## config.mk

```make
export PLATFORM = sky130hd
export DESIGN_NAME = state_machine_flat
export DESIGN_NICKNAME = d
export VERILOG_FILES = /design/src/rtl/state_machine_if.sv /design/src/rtl/state_machine.sv /design/src/flat_wrapper.sv
export SDC_FILE = /design/constraint.sdc
export NUM_CORES = 1
export LEC_CHECK = 0
export ABC_AREA = 1
export CORE_AREA = 2 2 39 41
export CTS_BUF_LIST = sky130_fd_sc_hd__clkbuf_4 sky130_fd_sc_hd__clkbuf_8
export DETAILED_ROUTE_END_ITERATION = 10
export DIE_AREA = 0 0 41 43
export PLACE_DENSITY_LB_ADDON = 0.25
export SLEW_MARGIN = 20
export SYNTH_ARGS = -nofsm -noshare
export SYNTH_HDL_FRONTEND = slang
export SYNTH_SLANG_ARGS = --single-unit
```

## constraint.sdc

```tcl
create_clock -name slow_clock -period 1.3 [get_ports slow_clock]
set_input_delay 0.13 -clock slow_clock [delete_from_list [all_inputs] [get_ports slow_clock]]
set_output_delay 0.13 -clock slow_clock [all_outputs]
set_load 0.1 [all_outputs]
```

## src/rtl/state_machine_if.sv

```systemverilog
// Score inputs and load/light outputs between the Baccarat control FSM and its datapath.
// master is the FSM side; slave is the card/score datapath side.
interface state_machine_if;
  logic [3:0] pscore;
  logic [3:0] dscore;
  logic [3:0] pcard3;
  logic       load_pcard1;
  logic       load_pcard2;
  logic       load_pcard3;
  logic       load_dcard1;
  logic       load_dcard2;
  logic       load_dcard3;
  logic       player_win_light;
  logic       dealer_win_light;

  modport master (
    input  pscore, dscore, pcard3,
    output load_pcard1, load_pcard2, load_pcard3,
    output load_dcard1, load_dcard2, load_dcard3,
    output player_win_light, dealer_win_light
  );

  modport slave (
    output pscore, dscore, pcard3,
    input  load_pcard1, load_pcard2, load_pcard3,
    input  load_dcard1, load_dcard2, load_dcard3,
    input  player_win_light, dealer_win_light
  );
endinterface

```

## src/rtl/state_machine.sv

```systemverilog
// Baccarat deal/decision FSM: one load pulse per cycle, DONE 5-7 cycles after leaving IDLE.
// No backpressure: advances every slow_clock edge; DONE holds until reset.
module state_machine (
  input  logic           slow_clock,
  input  logic           resetb,
  state_machine_if.master bus
);

  typedef enum logic [2:0] {IDLE, PC1, DC1, PC2, DC2, PC3, DC3, DONE} state_t;

  state_t     state;
  state_t     state_nxt;
  logic [3:0] pcard3_val;
  logic       banker_draws;

  always_ff @(posedge slow_clock) begin
    if (resetb) state <= IDLE;
    else        state <= state_nxt;
  end

  // Face cards, tens and "no card" all count zero in the banker table.
  always_comb begin
    pcard3_val = bus.pcard3;
    if (bus.pcard3 >= 4'd10 || bus.pcard3 == 4'd0) pcard3_val = 4'd0;
  end

  always_comb begin
    banker_draws = 1'b0;
    case (bus.dscore)
      4'd0, 4'd1, 4'd2: banker_draws = 1'b1;
      4'd3:             banker_draws = (pcard3_val != 4'd8);
      4'd4:             banker_draws = (pcard3_val >= 4'd2) && (pcard3_val <= 4'd7);
      4'd5:             banker_draws = (pcard3_val >= 4'd4) && (pcard3_val <= 4'd7);
      4'd6:             banker_draws = (pcard3_val >= 4'd6) && (pcard3_val <= 4'd7);
      default:          banker_draws = 1'b0;
    endcase
  end

  always_comb begin
    state_nxt = state;
    case (state)
      IDLE: state_nxt = PC1;
      PC1:  state_nxt = DC1;
      DC1:  state_nxt = PC2;
      PC2:  state_nxt = DC2;
      DC2: begin
        if (bus.pscore >= 4'd8 || bus.dscore >= 4'd8) state_nxt = DONE;
        else if (bus.pscore <= 4'd5)                  state_nxt = PC3;
        else if (bus.dscore <= 4'd5)                  state_nxt = DC3;
        else                                          state_nxt = DONE;
      end
      PC3:     state_nxt = banker_draws ? DC3 : DONE;
      DC3:     state_nxt = DONE;
      default: state_nxt = DONE;
    endcase
  end

  // Outputs are forced low while reset is asserted, even before the first edge.
  always_comb begin
    bus.load_pcard1      = 1'b0;
    bus.load_pcard2      = 1'b0;
    bus.load_pcard3      = 1'b0;
    bus.load_dcard1      = 1'b0;
    bus.load_dcard2      = 1'b0;
    bus.load_dcard3      = 1'b0;
    bus.player_win_light = 1'b0;
    bus.dealer_win_light = 1'b0;
    if (!resetb) begin
      case (state)
        PC1: bus.load_pcard1 = 1'b1;
        DC1: bus.load_dcard1 = 1'b1;
        PC2: bus.load_pcard2 = 1'b1;
        DC2: bus.load_dcard2 = 1'b1;
        PC3: bus.load_pcard3 = 1'b1;
        DC3: bus.load_dcard3 = 1'b1;
        DONE: begin
          bus.player_win_light = (bus.pscore >= bus.dscore);
          bus.dealer_win_light = (bus.dscore >= bus.pscore);
        end
        default: ;
      endcase
    end
  end

endmodule

```

## src/flat_wrapper.sv

```systemverilog
// flat-port wrapper written by rule: the top's interface ports become plain ports
module state_machine_flat 
  (slow_clock, resetb, bus_pscore, bus_dscore, bus_pcard3, bus_load_pcard1, bus_load_pcard2, bus_load_pcard3, bus_load_dcard1, bus_load_dcard2, bus_load_dcard3, bus_player_win_light, bus_dealer_win_light);
  state_machine_if bus_i ();
  input  logic slow_clock;
  input  logic resetb;
  input wire logic [$bits(bus_i.pscore)-1:0] bus_pscore;
  input wire logic [$bits(bus_i.dscore)-1:0] bus_dscore;
  input wire logic [$bits(bus_i.pcard3)-1:0] bus_pcard3;
  output wire logic [$bits(bus_i.load_pcard1)-1:0] bus_load_pcard1;
  output wire logic [$bits(bus_i.load_pcard2)-1:0] bus_load_pcard2;
  output wire logic [$bits(bus_i.load_pcard3)-1:0] bus_load_pcard3;
  output wire logic [$bits(bus_i.load_dcard1)-1:0] bus_load_dcard1;
  output wire logic [$bits(bus_i.load_dcard2)-1:0] bus_load_dcard2;
  output wire logic [$bits(bus_i.load_dcard3)-1:0] bus_load_dcard3;
  output wire logic [$bits(bus_i.player_win_light)-1:0] bus_player_win_light;
  output wire logic [$bits(bus_i.dealer_win_light)-1:0] bus_dealer_win_light;
  assign bus_i.pscore = bus_pscore;
  assign bus_i.dscore = bus_dscore;
  assign bus_i.pcard3 = bus_pcard3;
  assign bus_load_pcard1 = bus_i.load_pcard1;
  assign bus_load_pcard2 = bus_i.load_pcard2;
  assign bus_load_pcard3 = bus_i.load_pcard3;
  assign bus_load_dcard1 = bus_i.load_dcard1;
  assign bus_load_dcard2 = bus_i.load_dcard2;
  assign bus_load_dcard3 = bus_i.load_dcard3;
  assign bus_player_win_light = bus_i.player_win_light;
  assign bus_dealer_win_light = bus_i.dealer_win_light;
  state_machine u_core (.slow_clock(slow_clock), .resetb(resetb), .bus(bus_i));
endmodule
```

* After elaboration in Yosys (flattened, before gate mapping)
Index checks and enable logic that the tools add are counted.
** Storage, ports and cells
- Word-level logic and storage cells :: 58
- Bits in registers :: 3
- Output and inout bits :: 8
- Bits of input ports :: 14
** Cells by class
- Reductions and logical operators :: 9
- Eq/ne operators :: 14
- $lt $le $gt $ge :: 11
- Mux-type cells :: 23
** Operator list (number)
- $mux W1 :: 18
- $pmux W3 S6 :: 1
- $eq A3 B3 Y1 const B :: 4
- $eq A4 B3 Y1 const B :: 3
- $ge A4 B4 Y1 const B :: 3
- $le A4 B3 Y1 const B :: 3
- $eq A4 B2 Y1 const B :: 2
- $ge A4 B3 Y1 const B :: 2
- $ge A4 B4 Y1 :: 2
- $logic_not A4 Y1 :: 2
- $eq A3 B2 Y1 const B :: 2
- $mux W3 :: 2
- $pmux W1 S5 :: 1
- $eq A4 B1 Y1 const B :: 1
- $ge A4 B2 Y1 const B :: 1
- $mux W4 :: 1
- $ne A4 B4 Y1 const B :: 1
- $eq A3 B1 Y1 const B :: 1
- $logic_and A1 B1 Y1 :: 3
- $logic_not A3 Y1 :: 1
- $reduce_or A3 Y1 :: 1
- $logic_or A1 B1 Y1 :: 2

* Longest topological paths before layout
- Word-level depth :: 8
- Gate-level depth with buffers :: 8
- Depth with buffers taken out :: 8

* Worst setup path before layout
OpenSTA, ideal clock, no wires.
- Kind :: register to output
- Start :: reg u_core.state[2]
- End :: out bus_load_dcard1
- Data arrival time :: 1.853 ns
- Data required time :: 1.170 ns
- Buffers on the path :: 0
- Stages on the path, launching flop included :: 3
- Setup slack :: -0.683 ns
- Path through :: dfxtp_1 > or2_1 > nor2_1
** On the way
- Word-level cells in the longest chain between the ends :: 3
** Ends and longest elaborated chain
- start, declared :: RTL line state_machine.sv:11 : state_t state;
- start signal, assigned :: RTL line state_machine.sv:18 : else state <= state_nxt;
- $eq A3 B2 Y1 :: RTL line state_machine.sv:69 : case (state)
- $mux W1 :: RTL line state_machine.sv:69
- $mux W1 :: RTL line state_machine.sv:68 : if (!resetb) begin
- end, declared :: RTL line flat_wrapper.sv:13 : output wire logic [$bits(bus_i.load_dcard1)-1:0] bus_load_dcard1;
Every way passes these cells.

* Worst setup path in the final report
- Start :: in bus_dscore[3]
- End :: out bus_player_win_light
** On the way
- Word-level cells in the longest chain between the ends :: 3
** Ends and longest elaborated chain
- start, declared :: RTL line flat_wrapper.sv:8 : input wire logic [$bits(bus_i.dscore)-1:0] bus_dscore;
- $ge A4 B4 Y1 :: RTL line state_machine.sv:77 : bus.player_win_light = (bus.pscore >= bus.dscore);
- $mux W1 :: RTL line state_machine.sv:69
- $mux W1 :: RTL line state_machine.sv:68
- end, declared :: RTL line flat_wrapper.sv:16 : output wire logic [$bits(bus_i.player_win_light)-1:0] bus_player_win_light;
Every way passes these cells.

==> metrics.yaml <==
die-area_um2: 1760
rsz0062_at_grt: "true"
status: "finished with violations"
overflow: 0
cts.sinks: 3
crit_buf_inv: 4
power_w: 0.000632
path_delay_family: "buffers and inverters"
num-nets-final: 123
yosysWarningCount: 0
setup_slack_ns: -0.00142
synth_cells: 69
grt_pass1_wl_um: 1950
viasPerCell: 4.35
worst_ir_drop_vdd_v: 0.000678
yosysSeqAreaShare_pct: 15.4
p_per_area_nw_per_um2: 673
cts_made_buffers: 3
place_congestion: 0.655
initial_core_util_pct: 28.2
vias: 522
dpl_cell_area_um2: 827
clkLatencyLatePin_ns: 0.24
setup-tns-final_ns: -0.00142
largest_register_ff_count: 3
cts_buffer_depth: 2
core-area_um2: 1380
first_pass_iters: 4
grt_max_degree: 6
maxCapViolations: 0
end_kind: "primary output"
dr.first_iter.drc_count: 6
leakagePower_nw: 0.447
synth_nets: 87
finalHoldViolations: 0
synth_top_area_share_pct: 19.2
antenna_found_initial: 0
dr_wl_met2_um: 599
drc: 0
synthesis.area_um2: 390
global_route.usage.total_pct: 16.0
min_period_ns: 1.30
synth_seq_cells: 3
cts_root_buf: "clkbuf_4"
critPathMaxStageDelay_ns: 0.19
dp_hpwl_um: 872
final-instance-count-excl-fill: 120
syn_to_final_growth_pct: 141
arrival_ns: 1.17
skew_ns: 0.00445
stdcell_area_um2: 940
die_y_um: 43
max_slew.worst_pin.slew_ns: 0.178
antenna_cells: 0
wl_met3_um: 76
highest_layer: "met3"
cts_tree: "done"
drive_gt1_share_pct: 56.7
cp_max_fo: 2
slew_headroom_pct: 88.1
clkTransAtPathRegs_ns: 0.04
critPathRequiredTime_ns: 1.17
slew_viol_final: 0
path_cells: "buf_8, inv_6, ha_4, a21o_1, a21oi_2, nand2_1, nand2_2, clkinvlp_4, buf_12"
regMostFlops: "u_core.state"
yosysTopAreaCell: "nand2_1"
io_buffers: 21
ctsHoldBuffers: 0
pin_count: 22
wirelength_um: 1150
cp-start-kind: "input pin"
fmax_ghz: 0.768
avgSynthCellArea_um2: 5.66
hp-class: "in -> reg"
violations: "negative setup slack"
post-route-period-util_pct: 100
wl_per_cell_um: 9.54
netlist_top_cells_area: "nand2_1 (19%), dfxtp_1 (15%), inv_1 (13%), ha_1 (13%), nor2_1 (11%)"
setup_viol: 1
drt-met1-wl_um: 469
die_w_um: 41
worstSetupPathType: "in -> out"
num_rows: 14
drtAntennaViolNets: 0
grt_pass1_vias: 514
dp_cells: 114
reg_top3: "u_core.state x3"
synth.distinct_cells: 18
fill_cells: 109
h-tree-depth: 1
cp_slowest_cell: "ha_4"
cell families (layout without fill, tap and decap cells):
group                    count (synthesis)  count (layout)  share of synthesized area (%)
AO/OA/AOI/OAI                            9               9                           14.4
adder cells (fa/ha/maj)                  4               4                           12.8
buffers and inverters                   15              50                           14.4
flip-flops                               3               3                           15.4
AND/OR/NAND/NOR                         38              38                           43.0
layout make-up:
cell class              instances  area, um^2  share of cell area, %
multi-input cells              51         384                   40.9
repair buffers                 31         369                   39.3
flip-flops and latches          3        68.8                   7.32
clock buffers                   4        30.0                   3.20
inverters                      15        67.6                   7.19
well taps                      16        20.0                   2.13
worst min-delay path, stage by stage:
cell,delay [ns]
buf_6,0.08
nand2_1,0.05
nand2_1,0.06
a21oi_1,0.05
nor2_1,0.07
stage by stage:
| stage | hold slack (ns) | setup slack [ns] | utilization [%] |
|---|---|---|---|
| after floorplan | 0.244 | -0.250 | - |
| after global placement | 0.562 | -0.487 | 59.8 |
| after detailed placement | 0.581 | -0.497 | 59.8 |
| after CTS | 0.249 | -0.0136 | 65.9 |
| after global routing | 0.281 | -0.0462 | 67.9 |
| final | 0.250 | -0.00142 | 67.9 |
placed cells by master (no fill, tap or decap):
master,count
dfxtp_2,1
nand3_1,2
nor2_4,7
buf_12,8
or2_4,1
buf_8,2
a21oi_2,1
nand4_1,1
inv_1,7
nand2_4,2
o21bai_1,1
buf_6,2
clkdlybuf4s50_1,4
ha_4,3
buf_4,11
dfxtp_4,2
inv_2,5
clkdlybuf4s15_1,2
o21ai_0,2
inv_6,1
dlygate4sd2_1,1
o21a_4,1
a21oi_1,3
nand2_1,15
clkbuf_4,4
buf_2,1
inv_4,1
a21o_1,1
ha_2,1
nor2_1,6
clkinvlp_4,1
nand2_2,4
synth_stat cells:
cell,number
a21oi_2,1
nor2_4,1
or2_1,1
nand4_1,1
nand2_4,1
nor2_1,11
a21o_1,1
o21bai_1,1
a21oi_1,3
nand3_1,2
dfxtp_1,3
ha_1,4
nand2_1,20
inv_1,14
inv_2,1
o21ai_0,2
o21a_1,1
nor2_2,1
timing repair:
item / CTS / global route
endpoints found under the hold margin: 0 / 0
setup buffers: 1 / 1
pin swaps: 13 / 6
endpoints found under the setup margin: 8 / 8
gates resized for setup: 50 / 8
final timing paths:
check                                     start                    to  slack (ns)  depth (start not counted)
worst max-delay path              bus_dscore[3]  bus_player_win_light      -0.001                          9
worst min-delay path              bus_pscore[1]       u_core.state[1]        0.25                          5
worst max register to register  u_core.state[2]       u_core.state[0]        0.39                          5
worst min register to register  u_core.state[2]       u_core.state[2]        0.54                          2
layer usage:
layer | vias up | track usage, %
met5 | - | 0
met3 | 0 | 8.90
met1 | 226 | 17.6
met2 | 14 | 25.6
li1 | 282 | -
met4 | 0 | 4.00
report_power, final:
group	internal [W]	total, W	switching, W
combinational	0.000142	0.000316	0.000174
clock	0.000136	0.000193	0.0000568
sequential	0.000105	0.000123	0.0000182
total	0.000383	0.000632	0.000249
Power figures use the tool's default switching activity.
